`src/rtl/vector_sequencer_pkg.sv`:
```
// Shared definitions for the vector sequencer: FSM state encoding and the
// bit positions of the hazard/turn/side flags inside a ROM vector word.
package vector_sequencer_pkg;

    typedef enum logic [2:0] {
        ST_IDLE  = 3'd0,
        ST_FETCH = 3'd1,
        ST_WAIT  = 3'd2,
        ST_HOLD  = 3'd3,
        ST_DONE  = 3'd4
    } seq_state_e;

    localparam int HAZ_BIT  = 0;
    localparam int TURN_BIT = 1;
    localparam int SIDE_BIT = 2;
    localparam int VEC_W    = 3;
    localparam int MEM_W    = 8;

endpackage

```
`src/rtl/hold_down_counter.sv`:
```
// Loadable down-counter used to time how long a vector is held; decrements on
// an enable and saturates at zero, with a zero flag for the controlling FSM.
module hold_down_counter #(
    parameter int W = 4
) (
    input  logic         clk,
    input  logic         reset_i,
    input  logic         clear_i,
    input  logic         load_i,
    input  logic [W-1:0] load_val_i,
    input  logic         dec_i,
    output logic [W-1:0] count_o,
    output logic         zero_o
);

    localparam logic [W-1:0] ONE = W'(1);

    logic [W-1:0] count_q, count_d;

    // NOTE: every variable assigned in always_comb gets a default first, so no
    // path can leave it unassigned and infer a latch.
    always_comb begin
        count_d = count_q;
        if (clear_i) begin
            count_d = '0;
        end else if (load_i) begin
            count_d = load_val_i;
        end else if (dec_i && (count_q != '0)) begin
            count_d = count_q - ONE;
        end
    end

    // NOTE: sequential state uses non-blocking assignments so all registers
    // update together from values sampled at the same edge.
    always_ff @(posedge clk) begin
        if (reset_i) begin
            count_q <= '0;
        end else begin
            count_q <= count_d;
        end
    end

    assign count_o = count_q;
    assign zero_o  = (count_q == '0);

endmodule

```
`src/rtl/vector_sequencer.sv`:
```
// Plays back 3-bit control vectors from a registered ROM, holding each one for
// a programmable number of ticks (or until a manual step), with optional looping.
module vector_sequencer
    import vector_sequencer_pkg::*;
#(
    parameter int ADDR_W = 8,
    parameter int HOLD_W = 4
) (
    input  logic              clk,
    input  logic              reset,
    input  logic              tick,
    input  logic              run_mode,
    input  logic              start,
    input  logic              step_mode,
    input  logic              step,
    input  logic              loop_en,
    input  logic [HOLD_W-1:0] hold_ticks,
    input  logic [ADDR_W-1:0] last_addr,
    output logic [ADDR_W-1:0] mem_addr,
    input  logic [MEM_W-1:0]  mem_q,
    output logic              hazard_out,
    output logic              turn_out,
    output logic              side_out,
    output logic              vec_valid,
    output logic              busy,
    output logic              done
);

    localparam logic [ADDR_W-1:0] ONE_A = ADDR_W'(1);
    localparam logic [HOLD_W-1:0] ONE_H = HOLD_W'(1);

    seq_state_e        state_q, state_d;
    logic [ADDR_W-1:0] addr_q, addr_d;
    logic [ADDR_W-1:0] last_q, last_d;
    logic              loop_q, loop_d;
    logic [VEC_W-1:0]  vec_q, vec_d;
    logic              valid_q, valid_d;

    logic [HOLD_W-1:0] hold_cnt;
    logic              hold_zero;
    logic [HOLD_W-1:0] hold_load_val;
    logic              ctr_load;
    logic              ctr_dec;
    logic              hold_end;

    // Only the low vector bits of the ROM word carry meaning.
    logic unused_mem_bits;
    assign unused_mem_bits = ^mem_q[MEM_W-1:VEC_W];

    assign hold_load_val = (hold_ticks == '0) ? ONE_H : hold_ticks;
    assign ctr_load      = run_mode && (state_q == ST_WAIT);
    assign ctr_dec       = run_mode && (state_q == ST_HOLD) && !step_mode && tick;

    // In step mode the counter is bypassed entirely, so a coincident tick
    // cannot add a second advance on top of the step.
    assign hold_end = step_mode ? step
                                : (tick && ((hold_cnt == ONE_H) || hold_zero));

    hold_down_counter #(
        .W (HOLD_W)
    ) u_hold_cnt (
        .clk        (clk),
        .reset_i    (reset),
        .clear_i    (!run_mode),
        .load_i     (ctr_load),
        .load_val_i (hold_load_val),
        .dec_i      (ctr_dec),
        .count_o    (hold_cnt),
        .zero_o     (hold_zero)
    );

    always_comb begin
        state_d = state_q;
        addr_d  = addr_q;
        last_d  = last_q;
        loop_d  = loop_q;
        vec_d   = vec_q;
        valid_d = valid_q;

        if (!run_mode) begin
            state_d = ST_IDLE;
            addr_d  = '0;
            vec_d   = '0;
            valid_d = 1'b0;
        end else begin
            case (state_q)
                ST_IDLE: begin
                    addr_d  = '0;
                    vec_d   = '0;
                    valid_d = 1'b0;
                    if (start) begin
                        state_d = ST_FETCH;
                        last_d  = last_addr;
                        loop_d  = loop_en;
                    end
                end
                ST_FETCH: begin
                    state_d = ST_WAIT;
                end
                ST_WAIT: begin
                    vec_d[HAZ_BIT]  = mem_q[HAZ_BIT];
                    vec_d[TURN_BIT] = mem_q[TURN_BIT];
                    vec_d[SIDE_BIT] = mem_q[SIDE_BIT];
                    valid_d         = 1'b1;
                    state_d         = ST_HOLD;
                end
                ST_HOLD: begin
                    if (hold_end) begin
                        // Equality stop keeps last_addr = all-ones from wrapping.
                        if (addr_q != last_q) begin
                            addr_d  = addr_q + ONE_A;
                            state_d = ST_FETCH;
                        end else if (loop_q) begin
                            addr_d  = '0;
                            state_d = ST_FETCH;
                        end else begin
                            state_d = ST_DONE;
                        end
                    end
                end
                ST_DONE: begin
                    if (start) begin
                        addr_d  = '0;
                        last_d  = last_addr;
                        loop_d  = loop_en;
                        state_d = ST_FETCH;
                    end
                end
                default: begin
                    state_d = ST_IDLE;
                end
            endcase
        end
    end

    always_ff @(posedge clk) begin
        if (reset) begin
            state_q <= ST_IDLE;
            addr_q  <= '0;
            last_q  <= '0;
            loop_q  <= 1'b0;
            vec_q   <= '0;
            valid_q <= 1'b0;
        end else begin
            state_q <= state_d;
            addr_q  <= addr_d;
            last_q  <= last_d;
            loop_q  <= loop_d;
            vec_q   <= vec_d;
            valid_q <= valid_d;
        end
    end

    assign mem_addr   = addr_q;
    assign hazard_out = vec_q[HAZ_BIT];
    assign turn_out   = vec_q[TURN_BIT];
    assign side_out   = vec_q[SIDE_BIT];
    assign vec_valid  = valid_q;
    assign busy       = (state_q == ST_FETCH) || (state_q == ST_WAIT) || (state_q == ST_HOLD);
    assign done       = (state_q == ST_DONE);

endmodule

```
`config.mk`:
```
export PLATFORM = sky130hd
export DESIGN_NAME = vector_sequencer
export DESIGN_NICKNAME = d
export VERILOG_FILES = /design/src/rtl/vector_sequencer_pkg.sv /design/src/rtl/hold_down_counter.sv /design/src/rtl/vector_sequencer.sv
export SDC_FILE = /design/constraint.sdc
export NUM_CORES = 1
export LEC_CHECK = 0
export BUFFER_PORTS_ARGS = -buffer_cell sky130_fd_sc_hd__buf_2
export CORE_UTILIZATION = 34
export DETAILED_ROUTE_END_ITERATION = 10
export GPL_ROUTABILITY_DRIVEN = 1
export SYNTH_ARGS = -nofsm -noshare
export SYNTH_HDL_FRONTEND = slang
export SYNTH_SLANG_ARGS = --single-unit
```
`constraint.sdc`:
```
create_clock -name clk -period 5.5 [get_ports clk]
set_input_delay 1.1 -clock clk [delete_from_list [all_inputs] [get_ports clk]]
set_output_delay 1.1 -clock clk [all_outputs]
set_load 0.03 [all_outputs]
```
* Word-level counts from Yosys, hierarchy flattened *
Index checks and enable logic that the tools add are counted.

operators by class
  reductions and logical operators = 22
  bitwise logic cells = 1
  equal/unequal tests = 10
  add/sub/neg operators = 2
  multiplexer cells = 16

operators with widths
  operator                                                             count
  8-bit two-way mux                                                    4
  8-bit case mux with 3 select lines                                   1
  3-bit two-way mux                                                    4
  4-bit two-way mux                                                    3
  3-bit case mux with 4 select lines                                   1
  8-bit by 1-bit adder with 8-bit output (second input constant)       1
  4-bit zero test                                                      2
  8-bit inequality test                                                1
  3-bit by 2-bit == test with 1-bit output (second input constant)     2
  1-bit logical AND                                                    6
  3-bit case mux with 2 select lines                                   1
  4-bit by 1-bit == test with 1-bit output (second input constant)     1
  2-bit inequality test (second input constant)                        2
  4-bit AND reduction                                                  1
  2-bit nonzero test                                                   2
  4-bit nonzero test                                                   1
  2-bit OR reduction                                                   2
  4-bit by 1-bit subtractor with 4-bit output (second input constant)  1
  3-bit by 1-bit == test with 1-bit output (second input constant)     1
  3-bit == test (second input constant)                                1
  3-bit zero test                                                      1
  1-bit logical OR                                                     3
  3-bit inequality test (second input constant)                        1
  3-bit AND reduction                                                  1
  other kinds (7)                                                      7

word-level totals
  word-level logic and storage cells = 58
  output and inout bits = 14
  input bits = 28
  register bits after elaboration = 28

* Depth between registers and ports, before layout *
Gate-level depths: netlist of run 1.

  word-level depth = 7
  depth in mapped cells = 8
  mapped depth without buffers = 7

* Hierarchy *
From an unflattened synthesis of run 1, not the netlist that was laid out.

unflattened totals
  cell total of the unflattened synthesis = 193
  area total of the unflattened synthesis = 1522.7 sq um

modules (own cells, without submodules)
  module             instances  area each (sq um)  cells an instance  sequential area each (sq um)
  vector_sequencer   1          1266.2             162                480.5
  hold_down_counter  1          256.5              31                 80.1

* Worst setup path before layout of run 1 *
No wires, ideal clock.

  path kind = input to register
  start = input port tick
  end = register state_q[0]
  setup slack = 3.181 ns
  data arrival time = 2.216 ns
  stages on the path = 6
  setup time = 0.103 ns
  required time = 5.397 ns
  path buffers = 1
  cells stage by stage = nor2b_1 -> a32o_1 -> or2_0 -> buf_6 -> and3_1 -> a2111oi_2

between the ends
  longest elaborated chain between the ends = 4

ends and longest elaborated chain
  item                             line                     source
  start, declared                  vector_sequencer.sv:11   input logic tick,
  1-bit logical AND                vector_sequencer.sv:57   : (tick && ((hold_cnt == ONE_H) || hold_zero));
  1-bit two-way mux                vector_sequencer.sv:56   assign hold_end = step_mode ? step
  2-bit inequality test (no line)  -
  2-bit AND reduction (no line)    -
  end signal, assigned             vector_sequencer.sv:145  state_q <= state_d;
  end, declared                    vector_sequencer.sv:32   seq_state_e state_q, state_d;

No other way between the ends.
A chain may end at the register's enable or synchronous reset.

* Worst setup path in the final report of run 1 *
  start = register state_q[1]
  end = output port done

between the ends
  longest elaborated chain between the ends = 1

ends and longest elaborated chain
  item           line                     source
  3-bit == test  vector_sequencer.sv:160  assign done = (state_q == ST_DONE);
  end, declared  vector_sequencer.sv:26   output logic done

No other way between the ends.

==> reports/summary.json, run 1 <==
{
  "power_frac_comb": {"value": 0.105},
  "sequential_element_share_of_the_synthesized_area": {"value": 0.368},
  "final_net_count": {"value": 250},
  "io_buffer_count": {"value": 36},
  "met1_usage_in_global_routing": {"value": 0.215},
  "timing.fmax": {"value": 401, "unit": "MHz"},
  "power_frac_clock": {"value": 0.392},
  "timing.critical_path.buf_inv": {"value": 1},
  "synth_enable_flop_cells": {"value": 0},
  "drv_cap": {"value": 0},
  "number_of_standard_cells_after_synthesis": {"value": 184},
  "crit_path_cell_trace": {"value": "nor2_1 > and2_1 > buf_2"},
  "htreeDepth": {"value": 1},
  "tritoncts_num_sinks": {"value": 28},
  "max-clock-path-buffers": {"value": 2},
  "cp-end-kind": {"value": "primary output"},
  "floorplan.core_area": {"value": 0.00414, "unit": "mm2"},
  "rsz0062_at_grt": {"value": "no"},
  "clockRootBuffer": {"value": "clkbuf_8"},
  "design.die.area": {"value": 0.00475, "unit": "mm2"},
  "post_synth.cell_area_avg": {"value": 8.28, "unit": "um2"},
  "tightest_hold_check_type": {"value": "reg2reg"},
  "post-route-period-util": {"value": 0.453},
  "startpoint_to_endpoint_class_of_the_critical_path": {"value": "reg2out"},
  "grt.met2_usage": {"value": 0.261},
  "wl_per_cell": {"value": 13.0, "unit": "um"},
  "num_vias": {"value": 1396},
  "setup_buffers_after_cts": {"value": 0},
  "top_level_ports": {"value": 42},
  "ys_types": {"value": 43},
  "placed_area": {"value": 0.00172, "unit": "mm2"},
  "syn2layout_area_growth": {"value": 17.7, "unit": "%"},
  "r2r_slack": {"value": 3.21, "unit": "ns"},
  "worstPathMaxFanout": {"value": 13},
  "cp_data_required_time": {"value": 4.40, "unit": "ns"},
  "arrival_time_of_data_at_the_critical_path_endpoint": {"value": 1.39, "unit": "ns"},
  "cell_with_the_largest_stage_delay_on_the_worst_path": {"value": "dfxtp_1"},
  "layout-drive-gt1-share": {"value": 0.244},
  "synth.net_count": {"value": 216},
  "initial_utilization": {"value": 0.367},
  "totalPowerFinal": {"value": 0.419, "unit": "mW"},
  "actual_slew_at_the_worst_max_slew_pin": {"value": 0.644, "unit": "ns"},
  "status": {"value": "complete, no violations"},
  "hold_slack": {"value": 0.473, "unit": "ns"},
  "finalSetupViolCount": {"value": 0},
  "finalSetupTns": {"value": 0, "unit": "ns"},
  "worstSetupStartpointType": {"value": "register"},
  "irDropWorstVdd": {"value": 0.0985, "unit": "mV"},
  "clk-insertion-delay-late": {"value": 0.28, "unit": "ns"},
  "max-slew-margin-rel": {"value": 0.568},
  "critical_path.max_stage_delay": {"value": 0.58, "unit": "ns"},
  "tritoncts.num_buffers": {"value": 3},
  "postSynthRegisterBits": {"value": 28},
  "grt_antenna_before_repair": {"value": 0},
  "int_pwr": {"value": 0.323, "unit": "mW"},
  "register_area": {"value": 561, "unit": "um2"},
  "core.rowCount": {"value": 23},
  "finalWirelength": {"value": 3.48, "unit": "mm"},
  "p_sw": {"value": 0.0964, "unit": "mW"},
  "maxSlewViolCount": {"value": 0},
  "dominantRegCellSynth": {"value": "dfxtp_1"},
  "cts-resized-gates": {"value": 0},
  "top_usage_layer": {"value": "met2"},
  "clk_pin_slew_worst_paths": {"value": 0.10, "unit": "ns"},
  "worst_clk_skew": {"value": 0.00566, "unit": "ns"},
  "globalplace.congestion": {"value": 0.797},
  "swShare": {"value": 0.230},
  "power_frac_seq": {"value": 0.503},
  "die-height": {"value": 68.9, "unit": "um"},
  "timing.final.hold_violations": {"value": 0},
  "route.detailed.drc": {"value": 0},
  "grt_pass1_vias": {"value": 1291},
  "min_period": {"value": 2.49, "unit": "ns"},
  "overflow": {"value": 0},
  "power_per_cell_area": {"value": 234, "unit": "mW/mm2"},
  "leakagePower": {"value": 0.742, "unit": "nW"},
  "hpwlAfterDp": {"value": 2.60, "unit": "mm"},
  "routed_via_density": {"value": 5.23},
  "timing.critical_path.max_delay_family": {"value": "flip-flops"},
  "multi_input_area": {"value": 892, "unit": "um2"},
  "tritoncts": {"value": "yes"},
  "asyncSetResetFlopFracSynth": {"value": 0},
  "detail-route-antenna-nets": {"value": 0},
  "first_pass_grt_wire_length": {"value": 5.75, "unit": "mm"},
  "cts_hold_buffers": {"value": 0},
  "first_pass_iters": {"value": 4},
  "num-fill-cells": {"value": 437},
  "fp.dieW": {"value": 68.9, "unit": "um"},
  "grt_start_max_net_pins": {"value": 17},
  "grtUsageMet3": {"value": 0.0197},
  "syn_area": {"value": 0.00152, "unit": "mm2"},
  "grt.total_usage": {"value": 0.162},
  "dr.first_iter.drc_count": {"value": 94},
  "ys.warnings.count": {"value": 0},
  "antenna_cells": {"value": 0},
  "post-route-cell-area": {"value": 0.00179, "unit": "mm2"}
}
## through the flow
step	setup WS, ns	std cells	utilization
floorplan	3.18	184	-
global placement	2.85	263	0.415
global route	2.93	267	0.433
finish	3.01	267	0.433
CTS	2.99	267	0.433
detailed placement	2.83	263	0.415
## synthesized netlist by cell type, drive strengths merged, types with 2 or more instances
cell,number,share of area
nor4,4,0.026
xor2,10,0.058
or2,4,0.016
buf,2,0.0099
a31oi,2,0.0082
clkbuf,5,0.019
nand3,14,0.046
nand2,26,0.064
a21oi,17,0.056
nand4,2,0.0082
o31ai,2,0.0099
ha,4,0.033
dfxtp,28,0.37
nor2,9,0.022
and3,4,0.016
o21ai,11,0.039
and2,2,0.0082
or4,2,0.015
inv,7,0.017
nand3b,3,0.015
nor3,5,0.016
a211oi,3,0.018
o211ai,7,0.044
## layout make-up
type / count / share of cell area
Clock inverter: 1 / 0.0167
Clock buffer: 3 / 0.0230
Inverter: 7 / 0.0147
Sequential cell: 28 / 0.313
Multi-Input combinational cell: 142 / 0.498
Timing Repair Buffer: 36 / 0.100
Tap cell: 50 / 0.0349
## tightest hold or removal path, cell delays in order, from the launching register on
cell and delay, ns:
dfxtp_1 0.33, nand2_1 0.05, a21oi_1 0.05
## cells by family (layout without fill, tap and decap cells)
family,Yosys count,after routing,synth area share
simple gates,78,78,0.268
compound gates,48,48,0.215
flops,28,28,0.368
buf+inv,14,47,0.0460
xor+xnor,11,11,0.0633
fa+ha+maj,4,4,0.0329
mux,1,1,0.00657
## sequential cells by signal (all words and copies together) (netlist names)
name	cells
last_q	8
state_q	3
loop_q	1
u_hold_cnt.count_o	4
mem_addr	8
vec_valid	1
vec_q	3
## placed cells by master, fill, tap and decap left out, drive strengths merged, types with 4 or more instances in the layout
master	synthesis	layout
nand2	26	26
inv	7	7
buf	2	36
o21ai	11	11
xor2	10	10
o211ai	7	7
a21oi	17	17
and3	4	4
dfxtp	28	28
nor4	4	4
nor3	5	5
ha	4	4
nor2	9	9
or2	4	4
nand3	14	14
## power groups by stage
| stage | Clock (mW) | Sequential [mW] | Combinational, mW |
|---|---|---|---|
| 2_1_floorplan | 0 | 0.214 | 0.0311 |
| 3_3_place_gp | 0 | 0.216 | 0.0440 |
| 3_5_place_dp | 0 | 0.216 | 0.0442 |
| 4_1_cts | 0.168 | 0.211 | 0.0443 |
| 5_1_grt | 0.177 | 0.212 | 0.0490 |
| 6_report | 0.164 | 0.211 | 0.0442 |
## routing by layer
metal  vias to the layer above  wire (um)  part of all wire
met5                         -          0                 0
met4                         0         59             0.017
met3                         5         78             0.022
met2                        16       1680              0.48
met1                       651       1660              0.48
li1                        724          -                 -
## worst paths after layout
check	cells after the start	endpoint	startpoint
min reg2reg	2	last_q[0]$_SDFFE_PP0P_	last_q[0]$_SDFFE_PP0P_
max	3	done	state_q[1]$_SDFFE_PP0P_
min	2	last_q[0]$_SDFFE_PP0P_	last_q[0]$_SDFFE_PP0P_
max reg2reg	7	state_q[0]$_SDFFE_PP0P_	u_hold_cnt.count_o[0]$_SDFFE_PP0P_
Note: power is estimated with default switching activity, not from simulation.
==> inputs of run 2 (changes only) <==
Clock period 5.5 ns to 2.3 ns, I/O delays scaled along.
==> run 2 against run 1 <==
Net effect: global-route usage fell by 0.21 points; sequential power rose by 140%; sequential cell count did not move; power rose by 140%; die area did not move; non-clock buffer count rose by 7; via count rose by 0.43%; largest power group unchanged; register-to-register slack got worse by 3.0 ns; critical path depth rose by 4; first-iteration DRC count rose by 49%; highest routed layer unchanged.
==> reports/summary.json, run 2 (synthesis gave the netlist of run 1 again) <==
{
  "first_pass_grt_wire_length": {"value": 5.68, "unit": "mm"},
  "rsz0062_at_grt": {"value": "no"},
  "status": {"value": "complete, no violations"},
  "antenna_cells": {"value": 0},
  "num_vias": {"value": 1402},
  "power_frac_comb": {"value": 0.109},
  "die-height": {"value": 68.9, "unit": "um"},
  "timing.reg2reg.worst_path_depth": {"value": 7},
  "hpwlAfterDp": {"value": 2.60, "unit": "mm"},
  "layout_commonest_cell": {"value": "buf_2"},
  "cp_data_required_time": {"value": 2.48, "unit": "ns"},
  "tritoncts": {"value": "yes"},
  "top_level_ports": {"value": 42},
  "htreeDepth": {"value": 1},
  "grt_antenna_before_repair": {"value": 0},
  "final_net_count": {"value": 257},
  "dr_wl_met3": {"value": 50, "unit": "um"},
  "routed_via_density": {"value": 5.12},
  "timing.fmax": {"value": 488, "unit": "MHz"},
  "wl_per_cell": {"value": 12.7, "unit": "um"},
  "setup_buffers_after_cts": {"value": 0},
  "design.die.area": {"value": 0.00475, "unit": "mm2"},
  "irDropWorstVdd": {"value": 0.332, "unit": "mV"},
  "detail-route-antenna-nets": {"value": 0},
  "int_pwr": {"value": 0.774, "unit": "mW"},
  "fp.dieW": {"value": 68.9, "unit": "um"},
  "worst_clk_skew": {"value": 0.00444, "unit": "ns"},
  "worst_hold_path.num_cells": {"value": 3},
  "max-slew-margin-rel": {"value": 0.584},
  "met2_length": {"value": 1.60, "unit": "mm"},
  "globalplace.congestion": {"value": 0.786},
  "grt_start_max_net_pins": {"value": 17},
  "startpoint_to_endpoint_class_of_the_critical_path": {"value": "reg2reg"},
  "cts_hold_buffers": {"value": 0},
  "finalSetupViolCount": {"value": 0},
  "swShare": {"value": 0.230},
  "arrival_time_of_data_at_the_critical_path_endpoint": {"value": 2.23, "unit": "ns"},
  "p_sw": {"value": 0.232, "unit": "mW"},
  "met1_length": {"value": 1.77, "unit": "mm"},
  "first_pass_iters": {"value": 4},
  "cts-resized-gates": {"value": 0},
  "route.detailed.drc": {"value": 0},
  "layout-drive-gt1-share": {"value": 0.268},
  "worstPathMaxFanout": {"value": 4},
  "clockRootBuffer": {"value": "clkbuf_8"},
  "post-route-period-util": {"value": 0.891},
  "actual_slew_at_the_worst_max_slew_pin": {"value": 0.622, "unit": "ns"},
  "hold-path-endpoint": {"value": "last_q[6]$_SDFFE_PP0P_"},
  "r2r_slack": {"value": 0.25, "unit": "ns"},
  "post_layout_nonfiller_instances": {"value": 274},
  "tritoncts.num_buffers": {"value": 3},
  "clk-insertion-delay-late": {"value": 0.28, "unit": "ns"},
  "r2r-start": {"value": "u_hold_cnt.count_o[0]$_SDFFE_PP0P_"},
  "power_frac_clock": {"value": 0.390},
  "floorplan.core_area": {"value": 0.00414, "unit": "mm2"},
  "drv_cap": {"value": 0},
  "max-clock-path-buffers": {"value": 2},
  "core.rowCount": {"value": 23},
  "dp_cells": {"value": 270},
  "layout.cells.most_common_list": {"value": "buf_2, dfxtp_1, nand2_1"},
  "min_period": {"value": 2.05, "unit": "ns"},
  "worstHoldStart": {"value": "last_addr[6]"},
  "maxSlewViolCount": {"value": 0},
  "overflow": {"value": 0},
  "top_signal_layer_used": {"value": "met4"},
  "syn2layout_area_growth": {"value": 21.2, "unit": "%"},
  "dr.first_iter.drc_count": {"value": 140},
  "tightest_hold_check_type": {"value": "in2reg"},
  "finalSetupTns": {"value": 0, "unit": "ns"},
  "worstSetupStartpointType": {"value": "register"},
  "initial_utilization": {"value": 0.367},
  "finalWirelength": {"value": 3.47, "unit": "mm"},
  "io_buffer_count": {"value": 36},
  "power_frac_seq": {"value": 0.501},
  "power_per_cell_area": {"value": 545, "unit": "mW/mm2"},
  "timing.rr.end": {"value": "state_q[0]$_SDFFE_PP0P_"},
  "grt_pass1_vias": {"value": 1228},
  "grt.total_usage": {"value": 0.160},
  "leakagePower": {"value": 0.777, "unit": "nW"},
  "clk_pin_slew_worst_paths": {"value": 0.10, "unit": "ns"},
  "cp-end-kind": {"value": "register"},
  "timing.final.hold_violations": {"value": 0},
  "num-fill-cells": {"value": 453},
  "tritoncts_num_sinks": {"value": 28}
}
[run 2: final cells by class]
class	instances	area, um2	area share
Clock inverter	1	30.0	0.0163
Multi-Input combinational cell	142	892	0.483
Timing Repair Buffer	43	233	0.126
Sequential cell	28	561	0.304
Inverter	7	26.3	0.0142
Tap cell	50	62.6	0.0339
Clock buffer	3	41.3	0.0224
[run 2: critical path, stage by stage (launching register included)]
cell       delay [ns]
dfxtp_1          0.40
inv_1            0.08
ha_1             0.20
or2_2            0.29
a32o_1           0.28
or2_0            0.25
and3_1           0.19
a2111oi_2        0.26
[run 2: power by group through the flow]
| stage | Sequential [mW] | Clock [mW] | Combinational [mW] |
|---|---|---|---|
| after floorplan | 0.512 | 0 | 0.0744 |
| after global placement | 0.516 | 0 | 0.108 |
| after detailed placement | 0.516 | 0 | 0.109 |
| after CTS | 0.504 | 0.404 | 0.110 |
| after global routing | 0.506 | 0.420 | 0.120 |
| final | 0.504 | 0.393 | 0.109 |
[run 2: how the worst max path moves through the flow]
| stage | slack [ns] | start | endpoint |
|---|---|---|---|
| 4_1_cts | 0.25 | u_hold_cnt.count_o[0]$_SDFFE_PP0P_ | state_q[0]$_SDFFE_PP0P_ |
| 6_report | 0.25 | u_hold_cnt.count_o[0]$_SDFFE_PP0P_ | state_q[0]$_SDFFE_PP0P_ |
| 3_5_place_dp | 0.27 | u_hold_cnt.count_o[0]$_SDFFE_PP0P_ | state_q[0]$_SDFFE_PP0P_ |
| 2_1_floorplan | 0.29 | u_hold_cnt.count_o[0]$_SDFFE_PP0P_ | state_q[0]$_SDFFE_PP0P_ |
| 3_3_place_gp | 0.28 | u_hold_cnt.count_o[0]$_SDFFE_PP0P_ | state_q[0]$_SDFFE_PP0P_ |
| 5_1_grt | 0.12 | state_q[1]$_SDFFE_PP0P_ | u_hold_cnt.count_o[3]$_SDFFE_PP0P_ |
[run 2: stage by stage]
stage	setup slack [ns]	total power, mW	util	cell area, um2	hold slack (ns)
2_1_floorplan	0.286	0.586	-	1520	0.445
3_3_place_gp	0.280	0.624	0.428	1770	0.456
3_5_place_dp	0.268	0.625	0.428	1770	0.461
4_1_cts	0.251	1.02	0.445	1850	0.398
5_1_grt	0.124	1.05	0.445	1850	0.399
6_report	0.251	1.01	0.445	1850	0.406
[run 2: per-layer routing]
metal / vias to the layer above / global-route usage
met1: 634 / 0.224
met3: 4 / 0.0197
li1: 745 / -
met5: - / 0
met4: 0 / 0.0689
met2: 19 / 0.244
==> inputs of run 3 (changes only) <==
Settings changed: CELL_PAD_IN_SITES_DETAIL_PLACEMENT from default to 1, CELL_PAD_IN_SITES_GLOBAL_PLACEMENT from default to 1, PLACE_DENSITY_LB_ADDON from default to 0.1, TNS_END_PERCENT from default to 50.
==> run 3 against run 2 <==
Net effect: non-clock buffer count decreased by 2; routed wire length up 20%; worst hold slack better by 0.012 ns; cell count shrank 1.1%; clock power fell by 32%; clock skew about the same; highest routed layer unchanged; largest cell class unchanged; critical path type unchanged; setup slack lost 0.061 ns; via count is 3.9% higher.
==> reports/summary.json, run 3 (synthesis gave the netlist of run 1 again) <==
{
  "status": {"value": "complete, no violations"},
  "power_frac_seq": {"value": 0.572},
  "grt_pass1_vias": {"value": 1566},
  "arrival_time_of_data_at_the_critical_path_endpoint": {"value": 2.29, "unit": "ns"},
  "grt.total_usage": {"value": 0.199},
  "design.die.area": {"value": 0.00475, "unit": "mm2"},
  "finalWorstSetupSlack": {"value": 0.189, "unit": "ns"},
  "finalWirelength": {"value": 4.18, "unit": "mm"},
  "multi_input_area": {"value": 892, "unit": "um2"},
  "layout-drive-gt1-share": {"value": 0.258},
  "tritoncts_num_sinks": {"value": 28},
  "leakagePower": {"value": 0.752, "unit": "nW"},
  "tritoncts": {"value": "yes"},
  "layout_commonest_cell": {"value": "buf_2"},
  "power_frac_comb": {"value": 0.126},
  "timing.reg2reg.worst_path_depth": {"value": 7},
  "floorplan.core_area": {"value": 0.00414, "unit": "mm2"},
  "hpwlAfterDp": {"value": 3.34, "unit": "mm"},
  "power_per_cell_area": {"value": 491, "unit": "mW/mm2"},
  "cp-end-kind": {"value": "register"},
  "finalSetupTns": {"value": 0, "unit": "ns"},
  "worstPathMaxFanout": {"value": 5},
  "clk-insertion-delay-late": {"value": 0.27, "unit": "ns"},
  "post-route-period-util": {"value": 0.918},
  "first_pass_iters": {"value": 3},
  "worstSetupStartpointType": {"value": "register"},
  "tritoncts.num_buffers": {"value": 3},
  "syn2layout_area_growth": {"value": 18.2, "unit": "%"},
  "clockRootBuffer": {"value": "clkbuf_8"},
  "clk_pin_slew_worst_paths": {"value": 0.09, "unit": "ns"},
  "timing.final.hold_violations": {"value": 0},
  "num_vias": {"value": 1456},
  "globalplace.congestion": {"value": 0.748},
  "io_buffer_count": {"value": 36},
  "setup_buffers_after_cts": {"value": 0},
  "p_sw": {"value": 0.225, "unit": "mW"},
  "worst_hold_path.num_cells": {"value": 3},
  "core.rowCount": {"value": 23},
  "swShare": {"value": 0.254},
  "fp.dieW": {"value": 68.9, "unit": "um"},
  "critical_path.max_stage_delay": {"value": 0.40, "unit": "ns"},
  "place_worst_setup_slack": {"value": 0.160, "unit": "ns"},
  "min_period": {"value": 2.11, "unit": "ns"},
  "route.detailed.drc": {"value": 0},
  "first_pass_grt_wire_length": {"value": 6.97, "unit": "mm"},
  "cts-resized-gates": {"value": 0},
  "cp_data_required_time": {"value": 2.48, "unit": "ns"},
  "final_net_count": {"value": 255},
  "routed_via_density": {"value": 5.37},
  "overflow": {"value": 0},
  "totalPowerFinal": {"value": 0.884, "unit": "mW"},
  "actual_slew_at_the_worst_max_slew_pin": {"value": 0.652, "unit": "ns"},
  "die-height": {"value": 68.9, "unit": "um"},
  "worst_clk_skew": {"value": 0.00458, "unit": "ns"},
  "timing.fmax": {"value": 474, "unit": "MHz"},
  "num-fill-cells": {"value": 524},
  "cts_hold_buffers": {"value": 0},
  "top_level_ports": {"value": 42},
  "register_area": {"value": 561, "unit": "um2"},
  "tightest_hold_check_type": {"value": "in2reg"},
  "finalSetupViolCount": {"value": 0},
  "irDropWorstVdd": {"value": 0.205, "unit": "mV"},
  "grt_start_max_net_pins": {"value": 15},
  "rsz0062_at_grt": {"value": "no"},
  "max-slew-margin-rel": {"value": 0.564},
  "htreeDepth": {"value": 1},
  "int_pwr": {"value": 0.659, "unit": "mW"},
  "wl_per_cell": {"value": 15.4, "unit": "um"},
  "post-route-cell-area": {"value": 0.00180, "unit": "mm2"},
  "cell_with_the_largest_stage_delay_on_the_worst_path": {"value": "dfxtp_1"},
  "crit_path_cell_trace": {"value": "inv_1 > ha_1 > or2_2 > a32o_1 > or2_1 > and3_1 > a2111oi_2"},
  "grt_antenna_before_repair": {"value": 0},
  "layout.cells.most_common_list": {"value": "buf_2, dfxtp_1, nand2_1"},
  "dr.first_iter.drc_count": {"value": 58},
  "detail-route-antenna-nets": {"value": 0},
  "max-clock-path-buffers": {"value": 2},
  "startpoint_to_endpoint_class_of_the_critical_path": {"value": "reg2reg"},
  "placed_area": {"value": 0.00176, "unit": "mm2"},
  "initial_utilization": {"value": 0.367},
  "antenna_cells": {"value": 0},
  "drv_cap": {"value": 0},
  "maxSlewViolCount": {"value": 0},
  "power_frac_clock": {"value": 0.302}
}
-- run 3: changes by cell type in the layout (fill, tap and decap cells not counted) --
cell / before / now
bufinv_16: 1 / 0
or2_1: 1 / 2
buf_4: 7 / 5
or2_0: 1 / 0
-- run 3: worst paths after layout --
| check | end | start | slack (ns) |
|---|---|---|---|
| setup / recovery | state_q[0]$_SDFFE_PP0P_ | u_hold_cnt.count_o[0]$_SDFFE_PP0P_ | 0.19 |
| hold reg to reg | last_q[7]$_SDFFE_PP0P_ | last_q[7]$_SDFFE_PP0P_ | 0.47 |
| setup reg to reg | state_q[0]$_SDFFE_PP0P_ | u_hold_cnt.count_o[0]$_SDFFE_PP0P_ | 0.19 |
| hold / removal | last_q[0]$_SDFFE_PP0P_ | last_addr[0] | 0.42 |
-- run 3: cell type report --
type / count / share of cell area
Clock buffer: 3 / 0.0229
Inverter: 7 / 0.0146
Multi-Input combinational cell: 142 / 0.495
Sequential cell: 28 / 0.311
Tap cell: 50 / 0.0347
Timing Repair Buffer: 41 / 0.121
-- run 3: worst max-delay path, delay by kind of cell (launching register included) --
kind	cells	cell delay (ns)
simple gates	3	0.78
compound gates	2	0.54
flops	1	0.40
fa+ha+maj	1	0.21
buf+inv	1	0.08
-- run 3: power groups by stage --
stage / Combinational, mW / Clock [mW] / Sequential (mW)
after global placement: 0.107 / 0 / 0.516
after CTS: 0.113 / 0.277 / 0.505
after detailed placement: 0.112 / 0 / 0.517
final: 0.111 / 0.267 / 0.505
after global routing: 0.124 / 0.298 / 0.507
after floorplan: 0.0744 / 0 / 0.512
-- run 3: routing by layer --
metal | GRT usage | up-vias | part of all wire
li1 | - | 732 | -
met2 | 0.377 | 24 | 0.54
met4 | 0.0663 | 0 | 0.0096
met3 | 0.0313 | 4 | 0.034
met5 | 0 | - | 0
met1 | 0.221 | 696 | 0.41
-- run 3: per-stage QoR --
step,util,hold slack [ns],instances
after CTS,0.434,0.417,271
after detailed placement,0.425,0.463,268
after global placement,0.425,0.456,268
after global routing,0.434,0.421,271
after floorplan,-,0.445,184
final,0.434,0.418,271
